[config.mk]
export PLATFORM = sky130hd
export DESIGN_NAME = at24c02_page_sched
export DESIGN_NICKNAME = d
export VERILOG_FILES = /design/src/rtl/at24c02_page_sched.sv
export SDC_FILE = /design/constraint.sdc
export NUM_CORES = 1
export LEC_CHECK = 0
export ABC_CLOCK_PERIOD_IN_PS = 2200
export CAP_MARGIN = 10
export CORE_AREA = 2 2 75 149
export CTS_CLUSTER_DIAMETER = 80
export DETAILED_ROUTE_END_ITERATION = 10
export DIE_AREA = 0 0 77 151
export HOLD_SLACK_MARGIN = 0.1
export PLACE_DENSITY = 0.64
export SYNTH_ARGS = -nofsm -noshare
export SYNTH_HDL_FRONTEND = slang
export SYNTH_SLANG_ARGS = --single-unit
[constraint.sdc]
create_clock -name clk -period 2.2 [get_ports clk]
set_input_delay 0.22 -clock clk [delete_from_list [all_inputs] [get_ports clk]]
set_output_delay 0.22 -clock clk [all_outputs]
set_load 0.01 [all_outputs]
[src/rtl/at24c02_page_sched.sv]
// rtl/at24c02_page_sched.sv - splits byte requests into page-aligned AT24C02 controller segments
// Optional post-write wait state enabled by defining AT24C02_SCHED_TWR_EN.
module at24c02_page_sched #(
  parameter int PAGE_SIZE     = 8,
  parameter int TWR_CYCLES    = 250000,
  parameter int SETTLE_CYCLES = 4
) (
  input  logic        clk,
  input  logic        rst,
  input  logic        req_valid,
  output logic        req_ready,
  input  logic        req_wr,
  input  logic [7:0]  req_addr,
  input  logic [7:0]  req_len_m1,
  input  logic [7:0]  wdata,
  input  logic        wvalid,
  output logic        wready,
  output logic [7:0]  rdata,
  output logic        rvalid,
  input  logic        rready,
  output logic        busy,
  output logic        done,
  output logic [10:0] ctl_address,
  output logic        ctl_wr_en,
  output logic [7:0]  ctl_din,
  output logic        ctl_last,
  output logic        ctl_parent_ready,
  input  logic [7:0]  ctl_dout,
  input  logic        ctl_ready
);

  localparam int SW = $clog2(SETTLE_CYCLES + 1);
  localparam logic [SW-1:0] SETTLE_LAST = SW'(SETTLE_CYCLES - 1);
  localparam logic [8:0] PAGE_SZ   = 9'(PAGE_SIZE);
  localparam logic [8:0] PAGE_MASK = 9'(PAGE_SIZE - 1);

  typedef enum logic [2:0] {
    IDLE, START, XFER, SETTLE, TWR_WAIT, DONE
  } state_t;

  state_t          state_q, state_d;
  logic            wr_q, wr_d;
  logic [7:0]      seg_addr_q, seg_addr_d;
  logic [8:0]      remaining_q, remaining_d;
  logic [8:0]      seg_cnt_q, seg_cnt_d;
  logic [8:0]      seg_len_q, seg_len_d;
  logic [SW-1:0]   settle_cnt_q, settle_cnt_d;

  logic [8:0]      page_room;
  logic [8:0]      seg_len_calc;
  logic            beat;

`ifdef AT24C02_SCHED_TWR_EN
  localparam int TW = $clog2(TWR_CYCLES + 1);
  localparam logic [TW-1:0] TWR_LAST = TW'(TWR_CYCLES - 1);
  logic [TW-1:0]   twr_cnt_q, twr_cnt_d;
`endif

  // Writes stop at the page boundary; reads stream the whole request in one go.
  always_comb begin
    page_room = PAGE_SZ - ({1'b0, seg_addr_q} & PAGE_MASK);
    if (!wr_q || (remaining_q < page_room)) begin
      seg_len_calc = remaining_q;
    end else begin
      seg_len_calc = page_room;
    end
  end

  always_comb begin
    state_d          = state_q;
    wr_d             = wr_q;
    seg_addr_d       = seg_addr_q;
    remaining_d      = remaining_q;
    seg_cnt_d        = seg_cnt_q;
    seg_len_d        = seg_len_q;
    settle_cnt_d     = settle_cnt_q;
`ifdef AT24C02_SCHED_TWR_EN
    twr_cnt_d        = twr_cnt_q;
`endif
    req_ready        = 1'b0;
    busy             = (state_q != IDLE);
    done             = 1'b0;
    wready           = 1'b0;
    rvalid           = 1'b0;
    rdata            = 8'h00;
    ctl_address      = 11'd0;
    ctl_wr_en        = 1'b0;
    ctl_din          = 8'h00;
    ctl_last         = 1'b0;
    ctl_parent_ready = 1'b0;
    beat             = 1'b0;

    case (state_q)
      IDLE: begin
        req_ready = 1'b1;
        if (req_valid) begin
          wr_d        = req_wr;
          seg_addr_d  = req_addr;
          remaining_d = {1'b0, req_len_m1} + 9'd1;
          state_d     = START;
        end
      end

      START: begin
        ctl_parent_ready = 1'b1;
        ctl_address      = {3'b000, seg_addr_q};
        ctl_wr_en        = wr_q;
        if (ctl_ready) begin
          seg_cnt_d = seg_len_calc;
          seg_len_d = seg_len_calc;
          state_d   = XFER;
        end
      end

      XFER: begin
        ctl_address = {3'b000, seg_addr_q};
        ctl_wr_en   = wr_q;
        ctl_last    = (seg_cnt_q == 9'd1);
        if (wr_q) begin
          ctl_din          = wdata;
          ctl_parent_ready = wvalid;
          wready           = ctl_ready;
          beat             = wvalid && ctl_ready;
        end else begin
          rdata            = ctl_dout;
          rvalid           = ctl_ready;
          ctl_parent_ready = rready;
          beat             = ctl_ready && rready;
        end
        if (beat) begin
          seg_cnt_d   = seg_cnt_q - 9'd1;
          remaining_d = remaining_q - 9'd1;
          if (seg_cnt_q == 9'd1) begin
            // A 256-byte segment adds zero, which is the correct wrap.
            seg_addr_d   = 8'({1'b0, seg_addr_q} + seg_len_q);
            settle_cnt_d = '0;
            state_d      = SETTLE;
          end
        end
      end

      SETTLE: begin
        if (settle_cnt_q == SETTLE_LAST) begin
`ifdef AT24C02_SCHED_TWR_EN
          if (wr_q) begin
            twr_cnt_d = '0;
            state_d   = TWR_WAIT;
          end else begin
            state_d = DONE;
          end
`else
          state_d = (remaining_q != 9'd0) ? START : DONE;
`endif
        end else begin
          settle_cnt_d = settle_cnt_q + 1'b1;
        end
      end

      TWR_WAIT: begin
`ifdef AT24C02_SCHED_TWR_EN
        if (twr_cnt_q == TWR_LAST) begin
          state_d = (remaining_q != 9'd0) ? START : DONE;
        end else begin
          twr_cnt_d = twr_cnt_q + 1'b1;
        end
`else
        state_d = IDLE;
`endif
      end

      DONE: begin
        done    = 1'b1;
        state_d = IDLE;
      end

      default: state_d = IDLE;
    endcase
  end

  always_ff @(posedge clk) begin
    if (rst) begin
      state_q      <= IDLE;
      wr_q         <= 1'b0;
      seg_addr_q   <= 8'h00;
      remaining_q  <= 9'd0;
      seg_cnt_q    <= 9'd0;
      seg_len_q    <= 9'd0;
      settle_cnt_q <= '0;
    end else begin
      state_q      <= state_d;
      wr_q         <= wr_d;
      seg_addr_q   <= seg_addr_d;
      remaining_q  <= remaining_d;
      seg_cnt_q    <= seg_cnt_d;
      seg_len_q    <= seg_len_d;
      settle_cnt_q <= settle_cnt_d;
    end
  end

`ifdef AT24C02_SCHED_TWR_EN
  always_ff @(posedge clk) begin
    if (rst) begin
      twr_cnt_q <= '0;
    end else begin
      twr_cnt_q <= twr_cnt_d;
    end
  end
`endif

endmodule

==> results of run 1 <==
-- sequential cells by signal, indices dropped and copies added (netlist names) --
register	cells
remaining_q	9
seg_cnt_q	9
seg_len_q	8
wr_q	1
state_q	3
settle_cnt_q	3
seg_addr_q	8
-- what timing repair did --
action                     in CTS  in global routing
setup endpoints to repair      27                 25
cloned                          1                  0
hold buffers                    0                  0
pin swaps                       2                 10
buffers inserted                1                  8
resized for setup              12                 36
-- synth_stat cells, drive strengths merged, types with 2 or more instances --
cell,n
mux2i,10
a22oi,2
a21oi,28
nand4,2
nor2,49
nand2b,2
dfxtp,41
a31oi,7
o31ai,6
or3,2
and4,2
nand3,9
ha,17
nor4,3
or4b,2
xnor2,7
nand2,23
mux2,2
nand4b,2
and3,12
nor2b,5
clkbuf,17
a222oi,2
a21o,2
buf,10
o21ai,27
a211oi,16
nor4b,3
inv,18
nor3,19
o31a,2
nand3b,3
a311oi,3
o22ai,5
nor3b,4
and2,15
a21boi,2
or2,2
-- cell usage in the layout (no fill, tap or decap), drive strengths merged, types with 4 or more instances in the layout --
| cell type | synthesis | routed |
|---|---|---|
| inv | 18 | 18 |
| dlygate4sd2 | 0 | 9 |
| dlymetal6s2s | 0 | 9 |
| and3 | 12 | 12 |
| and2 | 15 | 15 |
| dfxtp | 41 | 41 |
| ha | 17 | 17 |
| buf | 10 | 36 |
| o31ai | 6 | 6 |
| nand2 | 23 | 23 |
| o21ai | 27 | 27 |
| a31oi | 7 | 7 |
| a211oi | 16 | 16 |
| a21oi | 28 | 28 |
| xnor2 | 7 | 7 |
| nand3 | 9 | 9 |
| nor2 | 49 | 49 |
| nor2b | 5 | 5 |
| mux2i | 10 | 10 |
| clkbuf | 17 | 8 |
| o22ai | 5 | 5 |
| nor3b | 4 | 4 |
| clkdlybuf4s50 | 0 | 52 |
| nor3 | 19 | 19 |
-- through the flow --
stage          hold WS (ns)  setup TNS, ns  power, mW  util, %  setup WS (ns)
3_3_place_gp          0.448              0       1.90     39.0         0.0706
6_report              0.470              0       2.77     42.5         0.0615
4_1_cts               0.464              0       2.66     40.6        0.00100
5_1_grt               0.495        -0.0496       2.93     42.5        -0.0284
3_5_place_dp          0.456              0       1.92     39.0         0.0112
2_1_floorplan         0.356              0       1.51        -         0.0558
-- where the power goes --
group          switching, mW  internal (mW)  total [mW]
Combinational          0.577          0.563        1.14
Clock                  0.294          0.422       0.717
Sequential            0.0974          0.815       0.913
-- metal layers --
layer	routed length (um)	part of all wire [%]
met2	5710	57
met5	0	0
met4	511	5.1
met1	3530	35
met3	352	3.5
-- critical path, stage by stage (launching register included) --
cell	delay (ns)
dfxtp_1	0.32
buf_4	0.19
nor3b_4	0.29
buf_6	0.16
and3_1	0.15
clkdlybuf4s50_1	0.53
-- area by class of cell --
cell class / instances / area (um2)
sequential: 41 / 830
fill: 1092 / 6020
inverter: 18 / 67.6
multi-input combinational: 313 / 2190
tap: 137 / 171
timing repair buffer: 107 / 1060
clock buffer: 8 / 136
-- final timing paths --
path | slack, ns | startpoint | depth (start not counted) | to
min | 0.47 | seg_len_q[6]$_SDFFE_PP0P_ | 2 | seg_len_q[6]$_SDFFE_PP0P_
min reg2reg | 0.47 | seg_len_q[6]$_SDFFE_PP0P_ | 2 | seg_len_q[6]$_SDFFE_PP0P_
max reg2reg | 0.07 | seg_addr_q[0]$_SDFFE_PP0P_ | 9 | seg_addr_q[6]$_SDFFE_PP0P_
max | 0.06 | state_q[2]$_SDFFE_PP0P_ | 5 | wready
-- cells by family (layout without fill, tap and decap cells) --
logic type      count (synthesis)  after routing  synth area share, %
compound gates                111            111                 24.7
simple gates                  161            161                 28.4
xor+xnor                        8              8                 2.27
other cells                     1              3                0.122
buf+inv                        45            133                 6.29
flops                          41             41                 26.6
fa+ha+maj                      18             18                 7.55
mux                            12             12                 3.98
==> summary.txt, run 1 <==
Global routing
  – Largest net degree at the start of global routing: 47
  – Most used routing layer: met2
  – Initial antenna violation count: 0
  – Vias in the first global route: 3245
  – GR Layer Usage met2: 32.0%
  – First-pass GRT wire length: 15700 um
  – GRT Total Usage: 16.8%
  – Met3 Use GR: 2.15%
  – M1 GR Usage: 16.5%
  – Total gr overflow: 0

Floorplanning
  – Initial cell density of the core: 29.4%
  – Die width: 77 um
  – Die Y: 151 um
  – Full die area: 11600 um2
  – Num ports: 74
  – CORE AREA: 10500 um2
  – Cell Rows: 53

Cells and area
  – Layout area overhead: 44.5%
  – Post-route insts no fill: 624
  – Post-route cell area: 4450 um2
  – Fin nets: 543
  – Diodes inserted: 0
  – Share of cells above drive strength 1: 16.8%

Logic synthesis
  – Number of enable flip-flop cells after synthesis: 0
  – Post-synthesis cell type count: 65
  – Post-synth top area cell: dfxtp_1
  – Yosys warning count: 0
  – Post-Syn Area: 3080 um2
  – Synth Flop Type: dfxtp_1
  – Synthesized area per cell: 7.77 um2
  – Yosys reg bits: 41
  – Async SR Flop Fraction: 0%
  – Area contributors post-synth: dfxtp_1 27%, ha_1 6.9%, nor2_1 6.0%
  – Cell count after synthesis: 397
  – Synth top area share: 26.6%
  – Register area share after synthesis: 26.6%

Status
  – Status: completed

Routing
  – Drt drc: 0
  – Antenna viol nets, final: 0
  – Drt wl/cell: 16.2 um
  – Iteration count of the initial detailed-routing pass: 4
  – Wirelength, routed: 10100 um
  – Via count: 3313
  – Via/cell ratio: 5.31
  – DRT iter0 DRCs: 143

Worst setup path
  – Worst Path Arrival: 1.92 ns
  – Max FO, Critical Path: 15
  – Critical Path Sink Type: primary output
  – Setup CP Type: flop to primary output
  – Worst Setup Start Kind: flop
  – Critical Path RT: 1.98 ns

Min path
  – Worst hold path type: flop to flop

STA
  – Min cycle time layout: 2.14 ns
  – Fmax: 468 MHz
  – Tcrit/Tclk final: 97.2%
  – Worst clock skew: 0.00280 ns
  – Slew Viols, Final: 0
  – Worst-Margin Slew: 0.683 ns
  – Final setup violation count: 0
  – Final hold viol count: 0
  – Slew margin rel.: 53.1%

Clocking
  – TritonCTS clock tree: built
  – Inserted Clock Buffers: 5
  – Clock sink count: 41
  – Clock Path Buffers: 2
  – Clock Pin Slew Worst Setup and Hold Paths: 0.06 ns
  – Htree depth: 2
  – Insertion delay to the later sink of the worst-skew pair: 0.29 ns
  – Root Buffer Master: clkbuf_16

Place
  – # placed instances: 606
  – Final GP Congestion: 0.848
  – Hpwl dp: 7510 um
  – Placed Area: 4080 um2
  – Port bufs: 70

Power
  – LEAKAGE: 1.88 nW
  – Max VDD drop: 0.291 mV
  – Pwr per Cell Area: 622 nW/um2

Flow run
  – Number of max-cap violations: 0
Note: power is estimated with default switching activity, not from simulation.
==> run 2, diff against run 1 <==
- SLEW_MARGIN: default -> 20
==> results of run 2 <==
The final DEF is identical to that of run 1; final timing and power are the same.
==> run 3, diff against run 2 <==
- CORE_AREA: 2 2 75 149 -> 3 3 76 150
- DIE_AREA: 0 0 77 151 -> 0 0 79 153
==> run 3 against run 2 <==
Clock power rose by 3%. Utilization fell by 0.37 points. Worst hold slack worse by 0.0059 ns. Combinational power is essentially flat. Maximum frequency fell by 1.1%. Largest power group unchanged. Critical path type unchanged. Cell count fell by 0.16%. Largest cell class unchanged. Non-clock buffer count unchanged. Clock-buffer cell count down 1. Die area up 4.0%.
==> summary.txt, run 3 (same netlist as run 1, synthesis figures left out) <==
Cells and area
  – Biggest regs: remaining_q x9, seg_cnt_q x9
  – Fillers: 1127 (+3.2%)
  – Fin nets: 543 (unchanged)
  – Post-route insts no fill: 623 (-0.16%)
  – Commonest non-fill, non-tap cell in the layout: clkdlybuf4s50_1
  – Layout area overhead: 43.2%
  – Share of cells above drive strength 1: 16.0% (-0.79 points)
  – Diodes inserted: 0 (unchanged)
  – Reg area: 822 um2 (-0.91%)
  – Most frequent cells in the layout: 57 x clkdlybuf4s50_1, 46 x nor2_1, 40 x dfxtp_1, 32 x buf_4
  – Area of the multi-input gates: 2150 um2 (-1.8%)

Power
  – Clk pwr share: 26.7% (+0.8 points)
  – Switching pwr: 0.953 mW (-1.6%)
  – Gate power share: 40.5% (-0.7 points)
  – Max VDD drop: 0.326 mV (+12%)
  – LEAKAGE: 1.84 nW (-2.4%)
  – Register share of total power: 32.7% (-0.3 points)
  – Final Total Pwr: 2.75 mW (-0.65%)
  – Switching share of power: 34.6% (-0.32 points)
  – Int Power: 1.80 mW (-0.16%)
  – Pwr per Cell Area: 623 nW/um2 (+0.22%)

Routing
  – Antenna viol nets, final: 0 (unchanged)
  – Via count: 3278 (-1.1%)
  – Iteration count of the initial detailed-routing pass: 4 (unchanged)
  – Wirelength, routed: 9810 um (-2.9%)
  – Drt wl/cell: 15.7 um (-2.7%)
  – Drt drc: 0 (unchanged)
  – DRT iter0 DRCs: 165 (+15%)
  – Via/cell ratio: 5.26 (-0.90%)

Floorplanning
  – Cell Rows: 53 (unchanged)
  – CORE AREA: 10500 um2 (unchanged)
  – Full die area: 12100 um2 (+4.0%)
  – Die width: 79 um (+2.6%)
  – Num ports: 74 (unchanged)
  – Initial cell density of the core: 29.4% (unchanged)
  – Die Y: 153 um (+1.3%)

Clocking
  – Inserted Clock Buffers: 5 (unchanged)
  – TritonCTS clock tree: built
  – Clock Path Buffers: 2 (unchanged)
  – Root Buffer Master: clkbuf_16
  – Clock Pin Slew Worst Setup and Hold Paths: 0.06 ns (about the same)
  – Clock sink count: 41 (unchanged)
  – Htree depth: 2 (unchanged)
  – Cts hold-fix bufs: 0 (unchanged)
  – Insertion delay to the later sink of the worst-skew pair: 0.29 ns (about the same)

STA
  – Tcrit/Tclk final: 98.3% (+1.1 points)
  – Worst clock skew: 0.00253 ns (-0.000270 ns)
  – Unrepaired setup endpoints after global routing: yes
  – TNS Setup: 0 ns (unchanged)
  – Worst-Margin Slew: 0.624 ns (-0.0597 ns)
  – Slew Viols, Final: 0 (unchanged)
  – Hold slack final: 0.465 ns (-0.00585 ns)
  – Worst Setup Slack, final: 0.0369 ns (-0.0245 ns)
  – Min cycle time layout: 2.16 ns (+0.0245 ns)
  – Final hold viol count: 0 (unchanged)
  – Fmax: 462 MHz (-1.1%)
  – Final setup violation count: 0 (unchanged)
  – Slew margin rel.: 57.2% (+4.1 points)

Global routing
  – First-pass GRT wire length: 15400 um (-2.0%)
  – Initial antenna violation count: 0 (unchanged)
  – Vias in the first global route: 3214 (-0.96%)
  – GRT Total Usage: 16.0% (-0.84 points)
  – Largest net degree at the start of global routing: 47 (unchanged)
  – Total gr overflow: 0 (unchanged)

Worst setup path
  – Worst Setup EP: ctl_din[6]
  – Worst Path Arrival: 1.94 ns (+0.02 ns)
  – Reg2Reg Depth: 10 (+1)
  – Critical Path RT: 1.98 ns (about the same)
  – Critical Path Sink Type: primary output
  – Setup slack, reg-to-reg: 0.06 ns (about the same)
  – First element of the critical path: state_q[1]$_SDFFE_PP0P_
  – Max FO, Critical Path: 13 (-2)
  – Setup CP Type: flop to primary output
  – Reg2reg end: seg_cnt_q[2]$_SDFFE_PP0P_
  – Worst Setup Start Kind: flop
  – Reg-to-Reg Start: seg_addr_q[0]$_SDFFE_PP0P_

Min path
  – Worst hold path type: flop to flop

Place
  – Worst slack, placed: 0.0100 ns (-0.00117 ns)
  – Port bufs: 70 (unchanged)
  – Hpwl dp: 7380 um (-1.7%)
  – Final GP Congestion: 0.871 (+2.7%)
  – # placed instances: 606 (unchanged)

Flow run
  – Number of max-cap violations: 0 (unchanged)

Status
  – Status: completed
[run 3: worst min-delay path by stage]
stage,depth (start not counted),from,slack (ns),end
2_1_floorplan,2,req_wr,0.36,wr_q$_SDFFE_PP0P_
3_3_place_gp,2,seg_len_q[6]$_SDFFE_PP0P_,0.45,seg_len_q[6]$_SDFFE_PP0P_
3_5_place_dp,2,seg_len_q[6]$_SDFFE_PP0P_,0.45,seg_len_q[6]$_SDFFE_PP0P_
4_1_cts,2,seg_len_q[4]$_SDFFE_PP0P_,0.46,seg_len_q[4]$_SDFFE_PP0P_
5_1_grt,2,seg_len_q[4]$_SDFFE_PP0P_,0.48,seg_len_q[4]$_SDFFE_PP0P_
6_report,2,seg_len_q[5]$_SDFFE_PP0P_,0.46,seg_len_q[5]$_SDFFE_PP0P_
[run 3: per-stage QoR]
stage | instance area [um2] | utilization, %
global route | 4420 | 42.1
finish | 4420 | 42.1
CTS | 4280 | 40.8
floorplan | 3090 | -
detailed placement | 4080 | 39.0
global placement | 4080 | 39.0
[run 3: final cells by class]
| type | instances | share of cell area [%] |
|---|---|---|
| sequential | 41 | 18.6 |
| tap | 137 | 3.88 |
| clock buffer | 7 | 3.23 |
| inverter | 18 | 1.53 |
| timing repair buffer | 107 | 24.0 |
| multi-input combinational | 313 | 48.8 |
[run 3: worst max-delay path, stage by stage, from the launching register on]
cell and delay, ns:
dfxtp_1 0.33, buf_4 0.19, nor3b_4 0.26, buf_12 0.17
and3_1 0.16, clkdlybuf4s50_1 0.54
[run 3: metal layers]
metal | wire length [um] | global-route usage (%) | vias up
met3 | 350 | 2.00 | 22
met5 | 0 | 0 | -
li1 | - | - | 1612
met2 | 5710 | 31.0 | 86
met1 | 3360 | 15.6 | 1558
met4 | 391 | 8.52 | 0
[run 3: timing repair]
| item | CTS | global route |
|---|---|---|
| endpoints found under the setup margin | 15 | 29 |
| pin swaps | 4 | 9 |
| buffers inserted | 2 | 7 |
| cloned | 1 | 0 |
| gates resized for setup | 10 | 24 |
[run 3: power groups by stage]
stage                     clock (mW)  combinational, mW  sequential (mW)
after floorplan                    0              0.628            0.884
after global placement             0              0.991            0.907
after detailed placement           0               1.01            0.909
after CTS                      0.747               1.05            0.894
after global routing           0.780               1.22            0.909
final                          0.736               1.12            0.900
